### src/rtl/uart_pkg.sv
// Shared UART definitions: receiver state encoding, parity helper and line
// idle level, used by both the receive and transmit paths.
package uart_pkg;

    typedef enum logic [2:0] {
        IDLE,
        START,
        DATA,
        PARITY,
        STOP,
        BREAK
    } uart_rx_state_t;

    // Level of an idle UART line (mark).
    localparam logic UART_IDLE = 1'b1;

    // Widest data word the parity helper accepts; narrower words are
    // zero-extended by the caller, which leaves the XOR unchanged.
    localparam int UART_MAX_DATA_BITS = 9;

    // Parity bit a transmitter appends for the given word.
    function automatic logic calc_parity(input logic [UART_MAX_DATA_BITS-1:0] data,
                                         input logic odd);
        return (^data) ^ odd;
    endfunction

endpackage

### src/rtl/uart_bit_sync.sv
// Two-flop synchroniser for a single asynchronous input bit.
module uart_bit_sync #(
    parameter logic RESET_VAL = 1'b1
) (
    input  logic clk,
    input  logic rst,
    input  logic async_in,
    output logic sync_out
);

    logic meta_q, meta_d;
    logic sync_q, sync_d;

    // Next values: shift the input through two stages.
    always_comb begin
        meta_d = async_in;
        sync_d = meta_q;
    end

    // Synchroniser stages; reset to the inactive line level.
    // NOTE: sequential state uses non-blocking (<=) so every flop samples
    // the pre-edge value of its neighbour; blocking here would collapse the
    // two stages into one.
    always_ff @(posedge clk or posedge rst) begin
        if (rst) begin
            meta_q <= RESET_VAL;
            sync_q <= RESET_VAL;
        end else begin
            meta_q <= meta_d;
            sync_q <= sync_d;
        end
    end

    assign sync_out = sync_q;

endmodule

### src/rtl/uart_rx_sampler.sv
// UART receiver: synchronises rx_serial, qualifies the start bit at its
// centre, then samples data, optional parity and stop at bit centres.
module uart_rx_sampler
    import uart_pkg::*;
#(
    parameter int CLKS_PER_BIT = 16,
    parameter int DATA_BITS    = 8,
    parameter int PARITY_EN    = 0,
    parameter int PARITY_ODD   = 0
) (
    input  logic                 clk,
    input  logic                 rst,
    input  logic                 rx_serial,
    output logic [DATA_BITS-1:0] rx_data,
    output logic                 rx_done,
    output logic                 frame_err,
    output logic                 parity_err,
    output logic                 rx_busy
);

    localparam int CNT_W = $clog2(CLKS_PER_BIT);
    localparam int IDX_W = $clog2(DATA_BITS);

    localparam logic [CNT_W-1:0] HALF_LAST = CNT_W'(CLKS_PER_BIT / 2 - 1);
    localparam logic [CNT_W-1:0] FULL_LAST = CNT_W'(CLKS_PER_BIT - 1);
    localparam logic [IDX_W-1:0] IDX_LAST  = IDX_W'(DATA_BITS - 1);

    logic                 rx_s;
    uart_rx_state_t       state_q, state_d;
    logic [CNT_W-1:0]     cnt_q, cnt_d;
    logic [IDX_W-1:0]     idx_q, idx_d;
    logic [DATA_BITS-1:0] shift_q, shift_d;
    logic                 par_q, par_d;
    logic [DATA_BITS-1:0] data_q, data_d;
    logic                 done_q, done_d;
    logic                 ferr_q, ferr_d;
    logic                 perr_q, perr_d;
    logic                 busy_q, busy_d;

    logic                 tick;
    logic                 parity_ok;

    uart_bit_sync #(
        .RESET_VAL (UART_IDLE)
    ) u_sync (
        .clk      (clk),
        .rst      (rst),
        .async_in (rx_serial),
        .sync_out (rx_s)
    );

    // Sample point: half a bit after the start edge, then every full bit.
    assign tick = (state_q == START) ? (cnt_q == HALF_LAST) : (cnt_q == FULL_LAST);

    assign parity_ok = (PARITY_EN == 0) ||
                       (par_q == calc_parity(UART_MAX_DATA_BITS'(shift_q), PARITY_ODD != 0));

    // State register and datapath registers.
    // NOTE: rx_data must be reset because a reset mid-frame has to clear the
    // last word; the shift register is reset only to keep simulation X-free.
    always_ff @(posedge clk or posedge rst) begin
        if (rst) begin
            state_q <= IDLE;
            cnt_q   <= '0;
            idx_q   <= '0;
            shift_q <= '0;
            par_q   <= 1'b0;
            data_q  <= '0;
            done_q  <= 1'b0;
            ferr_q  <= 1'b0;
            perr_q  <= 1'b0;
            busy_q  <= 1'b0;
        end else begin
            state_q <= state_d;
            cnt_q   <= cnt_d;
            idx_q   <= idx_d;
            shift_q <= shift_d;
            par_q   <= par_d;
            data_q  <= data_d;
            done_q  <= done_d;
            ferr_q  <= ferr_d;
            perr_q  <= perr_d;
            busy_q  <= busy_d;
        end
    end

    // Next-state logic.
    // NOTE: every variable assigned in always_comb gets a default first, so
    // no path leaves it unassigned and no latch is inferred.
    always_comb begin
        state_d = state_q;
        case (state_q)
            IDLE:    if (!rx_s) state_d = START;
            START:   if (tick) state_d = rx_s ? IDLE : DATA;
            DATA:    if (tick && idx_q == IDX_LAST) state_d = (PARITY_EN != 0) ? PARITY : STOP;
            PARITY:  if (tick) state_d = STOP;
            STOP:    if (tick) state_d = rx_s ? IDLE : BREAK;
            BREAK:   if (rx_s) state_d = IDLE;
            default: state_d = IDLE;
        endcase
    end

    // Counters, sampling and result pulses.
    always_comb begin
        cnt_d   = cnt_q + CNT_W'(1);
        idx_d   = idx_q;
        shift_d = shift_q;
        par_d   = par_q;
        data_d  = data_q;
        done_d  = 1'b0;
        ferr_d  = 1'b0;
        perr_d  = 1'b0;
        // Busy is registered from the state, so it follows the state by one
        // cycle on both rising and falling edges.
        busy_d  = (state_q != IDLE);

        case (state_q)
            IDLE: begin
                cnt_d = '0;
                idx_d = '0;
            end
            START: begin
                if (tick) cnt_d = '0;
            end
            DATA: begin
                if (tick) begin
                    cnt_d   = '0;
                    shift_d = {rx_s, shift_q[DATA_BITS-1:1]};
                    idx_d   = (idx_q == IDX_LAST) ? '0 : idx_q + IDX_W'(1);
                end
            end
            PARITY: begin
                if (tick) begin
                    cnt_d = '0;
                    par_d = rx_s;
                end
            end
            STOP: begin
                if (tick) begin
                    cnt_d = '0;
                    if (!rx_s) begin
                        // A framing error masks any parity result.
                        ferr_d = 1'b1;
                    end else if (parity_ok) begin
                        data_d = shift_q;
                        done_d = 1'b1;
                    end else begin
                        perr_d = 1'b1;
                    end
                end
            end
            BREAK: begin
                cnt_d = '0;
            end
            default: begin
                cnt_d = '0;
            end
        endcase
    end

    assign rx_data    = data_q;
    assign rx_done    = done_q;
    assign frame_err  = ferr_q;
    assign parity_err = perr_q;
    assign rx_busy    = busy_q;

endmodule

### config.mk
export PLATFORM = sky130hd
export DESIGN_NAME = uart_rx_sampler
export DESIGN_NICKNAME = d
export VERILOG_FILES = /design/src/rtl/uart_pkg.sv /design/src/rtl/uart_bit_sync.sv /design/src/rtl/uart_rx_sampler.sv
export SDC_FILE = /design/constraint.sdc
export NUM_CORES = 1
export LEC_CHECK = 0
export CAP_MARGIN = 20
export CORE_MARGIN = 2
export CORE_UTILIZATION = 25
export CTS_CLUSTER_SIZE = 24
export DETAILED_ROUTE_END_ITERATION = 7
export GPL_TIMING_DRIVEN = 0
export SETUP_SLACK_MARGIN = 0.1
export SLEW_MARGIN = 20
export SYNTH_ARGS = -nofsm -noshare
export SYNTH_HDL_FRONTEND = slang
export SYNTH_SLANG_ARGS = --single-unit
### constraint.sdc
create_clock -name clk -period 2.9 [get_ports clk]
set_input_delay 0.29 -clock clk [delete_from_list [all_inputs] [get_ports clk]]
set_output_delay 0.29 -clock clk [all_outputs]
set_load 0.05 [all_outputs]
After elaboration in Yosys (flattened, before gate mapping)
Index checks and enable logic that the tools add are counted.

storage, ports and cells
  bits in registers = 31
  input bits = 3
  output and inout port bits = 12

operators by class
  add/subtract/negate cells = 2
  equality and inequality tests = 15
  mux-type cells = 21
  reductions and logical operators = 9

operators with widths
  kind                 count
  $mux 3               9
  $pmux 3 s6           1
  $ne 2x2->1 const B   6
  $eq 3x3->1 const B   3
  $mux 4               2
  $mux 1               7
  $eq 3x2->1 const B   2
  $pmux 3 s2           1
  $reduce_and 6->1     1
  $add 4x1->4 const B  1
  $eq 4x3->1 const B   1
  $eq 4x4->1 const B   1
  $reduce_and 2->1     2
  $reduce_or 4->1      1
  $add 3x1->3 const B  1
  $eq 3x1->1 const B   1
  $logic_not 3->1      1
  $reduce_and 3->1     1
  $reduce_bool 3->1    1
  $mux 2               1
  $ne 2x1->1 const B   1
  $reduce_bool 2->1    1
  $logic_and 1x1->1    1

Longest topological paths before layout
  word-level depth = 5
  gate-level depth with buffers = 5

By module
Synthesis repeated with hierarchy kept, for this count alone.

second synthesis, totals
  cells, all modules = 111
  area, all modules = 1,395.1 µm²

by module, submodules not included
  module           times used  cells each  area an instance (µm²)
  uart_rx_sampler  1           108         1,338.8
  uart_bit_sync    1           3           56.3

Least setup slack after synthesis
OpenSTA, ideal clock, no wires.

  path kind = reg-to-reg
  from = reg cnt_q[0]
  to = reg data_q[0], in the netlist rx_data[0]
  library setup time = 0.125 ns
  data arrival time = 1.391 ns
  setup slack = 1.384 ns
  stages on the path, launching flop included = 6
  path buffers = 1
  cells stage by stage = dfrtp_1 -> ha_1 -> and3_1 -> buf_6 -> nand3_4 -> mux2_4

between the ends
  cells in the longest elaborated chain, start to end = 3
  elaborated cells on any way between the ends = 4
  those cells by class = 2 x eq/ne; 1 x mux; 1 x reduce/logical

ends and longest elaborated chain
  element                                   line                   RTL
  start, declared                           uart_rx_sampler.sv:30  logic [CNT_W-1:0] cnt_q, cnt_d;
  start signal, assigned                    uart_rx_sampler.sv:75  cnt_q <= cnt_d;
  $eq 4x4->1 or $eq 4x3->1 (tied branches)  uart_rx_sampler.sv:53  assign tick = (state_q == START) ? (cnt_q == HALF_LAST) : (cnt_q == FULL_LAST);
  $mux 1 (*)                                uart_rx_sampler.sv:53
  $reduce_and 3->1 (no source line) (*)     --
  end signal, assigned                      uart_rx_sampler.sv:79  data_q <= data_d;
  end, declared                             uart_rx_sampler.sv:34  logic [DATA_BITS-1:0] data_q, data_d;

Mark *: on every way between the ends. The rest lies on a longest branch, timed or not.
A chain may end at the register's enable or synchronous reset.

Worst setup path in the final report
  from = reg data_q[5], in the netlist rx_data[5]
  to = out rx_data[5]

RTL lines
  element        line                   RTL
  end, declared  uart_rx_sampler.sv:14  output logic [DATA_BITS-1:0] rx_data,

No word-level cell between the ends.

==> flow_summary.json <==
{
  "status": "completed",
  "critPathTopFamily": "buffers and inverters",
  "synth.avg_cell_area_sq_um": 12.9,
  "synth_cell_types": 34,
  "path_max_fanout": 2,
  "fin_worst_skew_ns": 0.00481,
  "drive_gt1_frac": 0.215,
  "post-route-period-util": 0.600,
  "internal_power_uw": 784,
  "clockBufferDepth": 2,
  "hold_violations": 0,
  "grt_pass1_wl_mm": 4.33,
  "async_reset_ff_frac": 1.00,
  "crit_path_start": "rx_data[5]$_DFFE_PP0P_",
  "htreeDepth": 2,
  "cp-start-kind": "flop",
  "met3_usage": 0.0284,
  "r2r_start": "cnt_q[0]$_DFF_PP0_",
  "synth_area_leaders": "dfrtp_1 (51%), mux2_4 (8.5%), mux2_1 (6.4%)",
  "ys.flop_type": "dfrtp_1",
  "clkLatencyLatePin_ns": 0.28,
  "synthTopCellsByCount": "dfrtp_1 (29), mux2_1 (8), mux2_4 (8)",
  "antenna_cells": 0,
  "seqPwrFrac": 0.452,
  "grt_max_degree": 32,
  "die-area_sq_um": 6290,
  "hpwl_mm": 1.76,
  "yosysMostFrequentCell": "dfrtp_1",
  "initial_core_util": 0.257,
  "port-buffer-count": 13,
  "fin_area_sq_um": 1730,
  "yosysTopAreaCellShare": 0.512,
  "drc_errors": 0,
  "max_stage_delay_ns": 0.81,
  "area_delta_synth_final_pct": 21.7,
  "timing.hold.ws_ns": 0.355,
  "die_x_um": 79.3,
  "num_vias": 897,
  "ys_seq_area_frac": 0.549,
  "synthCells": 110,
  "pin_count": 15,
  "drv_slew": 0,
  "grt_util_all_layers": 0.0909,
  "cp-end-kind": "output pin",
  "use_met2": 0.146,
  "routed_wirelength_mm": 2.47,
  "path_buf_inv": 1,
  "clk_pin_slew_ns": 0.06,
  "slowest_stage": "clkdlybuf4s50_1",
  "clock_sinks": 31,
  "yosysWarnings": 0,
  "setup_violations": 0,
  "rsz0062_at_grt": "no",
  "cts-resized-gates": 0,
  "nets": 136,
  "synth_area_sq_um": 1420,
  "leakage_nw": 0.821,
  "vias_per_cell": 4.44,
  "cts_tree": "yes",
  "yosys_register_bits": 31,
  "crit_required_ns": 2.61,
  "use_met1": 0.105,
  "antenna_found_initial": 0,
  "routedWlPerCell_um": 12.2,
  "ctsHoldBuffers": 0,
  "die_h_um": 79.3,
  "arrival_ns": 1.45,
  "hold_start": "u_sync.meta_q$_DFF_PP1_",
  "drtPass1Iterations": 4,
  "pwr-share-clk": 0.293,
  "setup_ws_ns": 1.16,
  "synth_edf_count": 0,
  "drv_cap": 0,
  "power.total_mw": 1.14,
  "row_count": 27,
  "pre_cts_ws_ns": 1.29,
  "cts-root-buf": "clkbuf_8",
  "drtIter0Drc": 18,
  "netSwitchingPower_uw": 360,
  "fin_setup_tns_ns": 0,
  "place_area_sq_um": 1640,
  "grt-busiest-layer": "met2",
  "post_cts_buffers": 0,
  "gp_congestion": 0.833,
  "fmax_mhz": 575,
  "cts_made_buffers": 5,
  "grt_pass1_vias": 949,
  "overflow": 0,
  "syn_nets": 116,
  "yosys.area.top_type": "dfrtp_1",
  "finalCriticalPeriod_ns": 1.74,
  "slew_headroom": 0.572,
  "irDropWorstVdd_v": 0.000289,
  "worstHoldPathType": "flop to flop",
  "ant_nets": 0,
  "tightest_slew_ns": 0.641,
  "worstSetupPathType": "flop to output pin",
  "pwr-share-comb": 0.255,
  "core-area_sq_um": 5510,
  "switching_share": 0.315,
  "crit_chain": "clkdlybuf4s50_1",
  "power_density_nw_per_um2": 663
}
-- sequential cells by signal (all words and copies together) (netlist names) --
name	count
idx_q	3
shift_q	8
rx_data	8
rx_done	1
rx_busy	1
u_sync.meta_q	1
state_q	3
frame_err	1
cnt_q	4
u_sync.sync_out	1
-- area by class of cell --
class,count,area (sq um)
well taps,72,90.1
clock inverters,1,5.00
multi-input cells,68,574
repair buffers,13,130
inverters,4,15.0
clock buffers,6,82.6
plain buffers,7,50.0
flip-flops and latches,31,778
fillers,551,3780
-- power groups by stage --
stage	sequential (mW)	combinational (mW)	clock (mW)
global placement	0.522	0.282	0
CTS	0.517	0.293	0.344
detailed placement	0.524	0.289	0
finish	0.517	0.292	0.335
global route	0.523	0.327	0.365
floorplan	0.533	0.216	0
-- logic make-up after synthesis --
kind of cell | after synthesis | share of synthesized area
DFF | 31 | 0.549
and+or+nand+nor | 29 | 0.142
adders and majority gates | 3 | 0.0265
other | 1 | 0.00265
buffers and inverters | 11 | 0.0459
xor gates and xnor gates | 2 | 0.0124
AOI/OAI and AO/OA | 16 | 0.0662
muxes | 17 | 0.155
-- stage by stage --
step / utilization / instances
3_3_place_gp: 0.297 / 195
5_1_grt: 0.313 / 202
4_1_cts: 0.313 / 202
3_5_place_dp: 0.297 / 195
2_1_floorplan: - / 110
6_report: 0.313 / 202
-- cell usage in the layout, fill, tap and decap left out, drive strengths merged --
cell	instances
a21boi	1
a21oi	3
a22o	1
and3	4
buf	5
clkbuf	8
clkdlybuf4s50	13
clkinv	1
conb	1
dfrtp	29
dfstp	2
ha	3
inv	4
mux2	16
mux2i	1
nand2	2
nand2b	1
nand3	8
nand4	3
nor2	3
nor2b	4
nor3b	2
o2111ai	1
o21ai	9
o221ai	1
or3	1
or4	1
xor2	2
-- layer usage --
| layer | vias up | wire length [um] |
|---|---|---|
| met5 | - | 0 |
| met4 | 0 | 75 |
| met3 | 9 | 129 |
| met2 | 26 | 1160 |
| met1 | 441 | 1110 |
| li1 | 421 | - |
-- worst paths after layout --
kind | slack [ns] | cells after the start | endpoint
min reg2reg | 0.35 | 0 | u_sync.sync_out$_DFF_PP1_
min in group asynchronous | 0.42 | 2 | rx_data[5]$_DFFE_PP0P_
max reg2reg | 1.29 | 5 | rx_data[7]$_DFFE_PP0P_
min | 0.35 | 0 | u_sync.sync_out$_DFF_PP1_
max | 1.16 | 1 | rx_data[5]
max in group asynchronous | 2.06 | 2 | cnt_q[1]$_DFF_PP0_
Power figures use the tool's default switching activity.
==> variant: new RTL, same flow settings <==
Re-encode `uart_rx_state_t` (6 states) as one-hot, 6 bits wide.
--- a/src/rtl/uart_pkg.sv
+++ b/src/rtl/uart_pkg.sv
@@ -3,11 +3,11 @@
 package uart_pkg;
 
-    typedef enum logic [2:0] {
-        IDLE,
-        START,
-        DATA,
-        PARITY,
-        STOP,
-        BREAK
+    typedef enum logic [5:0] {
+        IDLE   = 6'b000001,
+        START  = 6'b000010,
+        DATA   = 6'b000100,
+        PARITY = 6'b001000,
+        STOP   = 6'b010000,
+        BREAK  = 6'b100000
     } uart_rx_state_t;
 
Check against the original RTL: no difference found for any inputs over 10 cycles, from zero or initial values and one cycle with rst high; not proved beyond that.
==> variant against the unedited design <==
Design area up 3.8%; wire length down 0.16%; largest cell class unchanged; synthesized cell count increased by 5.5%; sequential cell count rose by 2; power up 8.9%; cell count grew 3.5%; setup slack worse by 0.62 ns; synthesized area up 2.6%.
==> variant: results <==
outcome:
  outcome: "complete, no violations"
global_routing:
  antenna_violations_before_repair: 0
  grt_start_max_net_pins: 34
  grt_pass1_vias: 910
  gr_usage_total: 0.0899
  first_pass_grt_wire_length_um: 4260
synth:
  post_synthesis_xor_xnor_area_fraction: 0.0120
  adder_cell_share_of_the_synthesized_area: 0.0258
  synth_top_cell_by_area: "sky130_fd_sc_hd__dfrtp_1"
  yosys.cell_types.count: 37
  synth-warning-count: 0
  cell_with_the_most_instances_after_synthesis: "sky130_fd_sc_hd__dfrtp_1"
  ys_top_cells_by_area: "sky130_fd_sc_hd__dfrtp_1, sky130_fd_sc_hd__mux2_2, sky130_fd_sc_hd__dfstp_2, sky130_fd_sc_hd__mux2_4, sky130_fd_sc_hd__ha_1"
  synth_cell_count_leaders: "sky130_fd_sc_hd__dfrtp_1, sky130_fd_sc_hd__mux2_2, sky130_fd_sc_hd__nor2_1"
  yosysSeqAreaShare: 0.571
  muxShareOfSynthArea: 0.145
  synth_compound_area_frac: 0.0645
  syn_nets: 122
  async_flop_share: 1.00
critical_path:
  worst-endpoint-arrival_ns: 2.52
  timing.critical_path.fanout_max: 9
  crit_type: "flop to flop"
  worst_r2r_startpoint: "state_q[4]"
routing:
  detail_route.wl_per_cell_um: 11.8
  drt_iter0_markers: 58
  drt_pass1_iterations: 4
  route.detailed.drc: 0
  via_count: 928
power:
  power.static_leakage_uw: 0.000858
  max-vdd-ir-drop_mv: 0.211
placement:
  routabilityCongestion: 0.780
  portBuffers: 13
  dp_hpwl_um: 1680
  dpl-instance-area_mm2: 0.00167
clock_network:
  cts-resized-gates: 0
  cts.reportedPaths.clkPinSlew_ns: 0.07
  max-clock-path-buffers: 2
  postCtsSetupBuffers: 0
  clkLatencyLatePin_ns: 0.29
  cts_max_level: 2
  cts_buffers: 5
  clk_root_buffer_cell: "sky130_fd_sc_hd__clkbuf_8"
layout:
  antenna-diode-count: 0
  design.final.nets: 142
  drive_above_1_share: 0.248
timing:
  tightest_pin_transition_ns: 0.684
  worst_clock_skew_ns: 0.00951
worst_hold_path:
  holdCritPathClass: "flop to flop"
  min-delay-start: "u_sync.meta_q"
## variant: changes by cell type after synthesis, moves of 3 or more
cell                      unedited run  this run
sky130_fd_sc_hd__nor2_1              2         9
sky130_fd_sc_hd__mux2_1              8         0
sky130_fd_sc_hd__nand2_1             2         7
sky130_fd_sc_hd__mux2_2              0        12
sky130_fd_sc_hd__o21ai_1             5         0
sky130_fd_sc_hd__mux2_4              8         5
## variant: path summary, 6_finish.rpt
path / to / slack (ns) / cells past startpoint
worst max-delay path: rx_data[1] / 0.54 / 7
worst min-delay path: u_sync.sync_out / 0.36 / 0
worst max register to register: rx_data[1] / 0.54 / 7
worst min register to register: u_sync.sync_out / 0.36 / 0
max in group asynchronous: idx_q[0] / 2.02 / 2
min in group asynchronous: cnt_q[0] / 0.43 / 2
## variant: per-layer routing
layer / routed length, um / global-route usage / up-vias
met5: 0 / 0 / -
met4: 95 / 0.0712 / 0
met3: 87 / 0.0236 / 8
met2: 1040 / 0.126 / 19
met1: 1250 / 0.116 / 454
li1: - / - / 447
## variant: layout make-up
class | count | area (um^2)
fillers | 568 | 3780
well taps | 72 | 90.1
clock buffers | 7 | 86.3
plain buffers | 4 | 41.3
repair buffers | 13 | 130
flip-flops and latches | 33 | 830
clock inverters | 1 | 30.0
inverters | 5 | 18.8
multi-input cells | 74 | 564
## variant: stage by stage
step | cells | util | hold WS (ns) | setup slack, ns
floorplan | 116 | - | 0.294 | 0.688
global placement | 201 | 0.300 | 0.347 | 0.570
detailed placement | 201 | 0.300 | 0.348 | 0.556
CTS | 209 | 0.321 | 0.357 | 0.534
global route | 209 | 0.321 | 0.358 | 0.452
finish | 209 | 0.321 | 0.356 | 0.542
## variant: cell families after synthesis
group	after synthesis
adders and majority gates	3
other	1
muxes	17
AOI/OAI and AO/OA	14
and+or+nand+nor	37
DFF	33
xor gates and xnor gates	2
buffers and inverters	9
## variant: power breakdown
group | switching (uW) | leakage, uW | internal, uW
logic | 159 | 0.000354 | 100
clock network | 160 | 0.0000585 | 280
registers | 38.0 | 0.000445 | 508
## variant: critical path, cell delays in order (launching register included)
cell,delay (ns)
sky130_fd_sc_hd__dfrtp_1,0.38
sky130_fd_sc_hd__buf_6,0.13
sky130_fd_sc_hd__or3_4,0.38
sky130_fd_sc_hd__or4_4,0.53
sky130_fd_sc_hd__nand2_1,0.15
sky130_fd_sc_hd__and3_1,0.18
sky130_fd_sc_hd__buf_6,0.15
sky130_fd_sc_hd__mux2_2,0.34
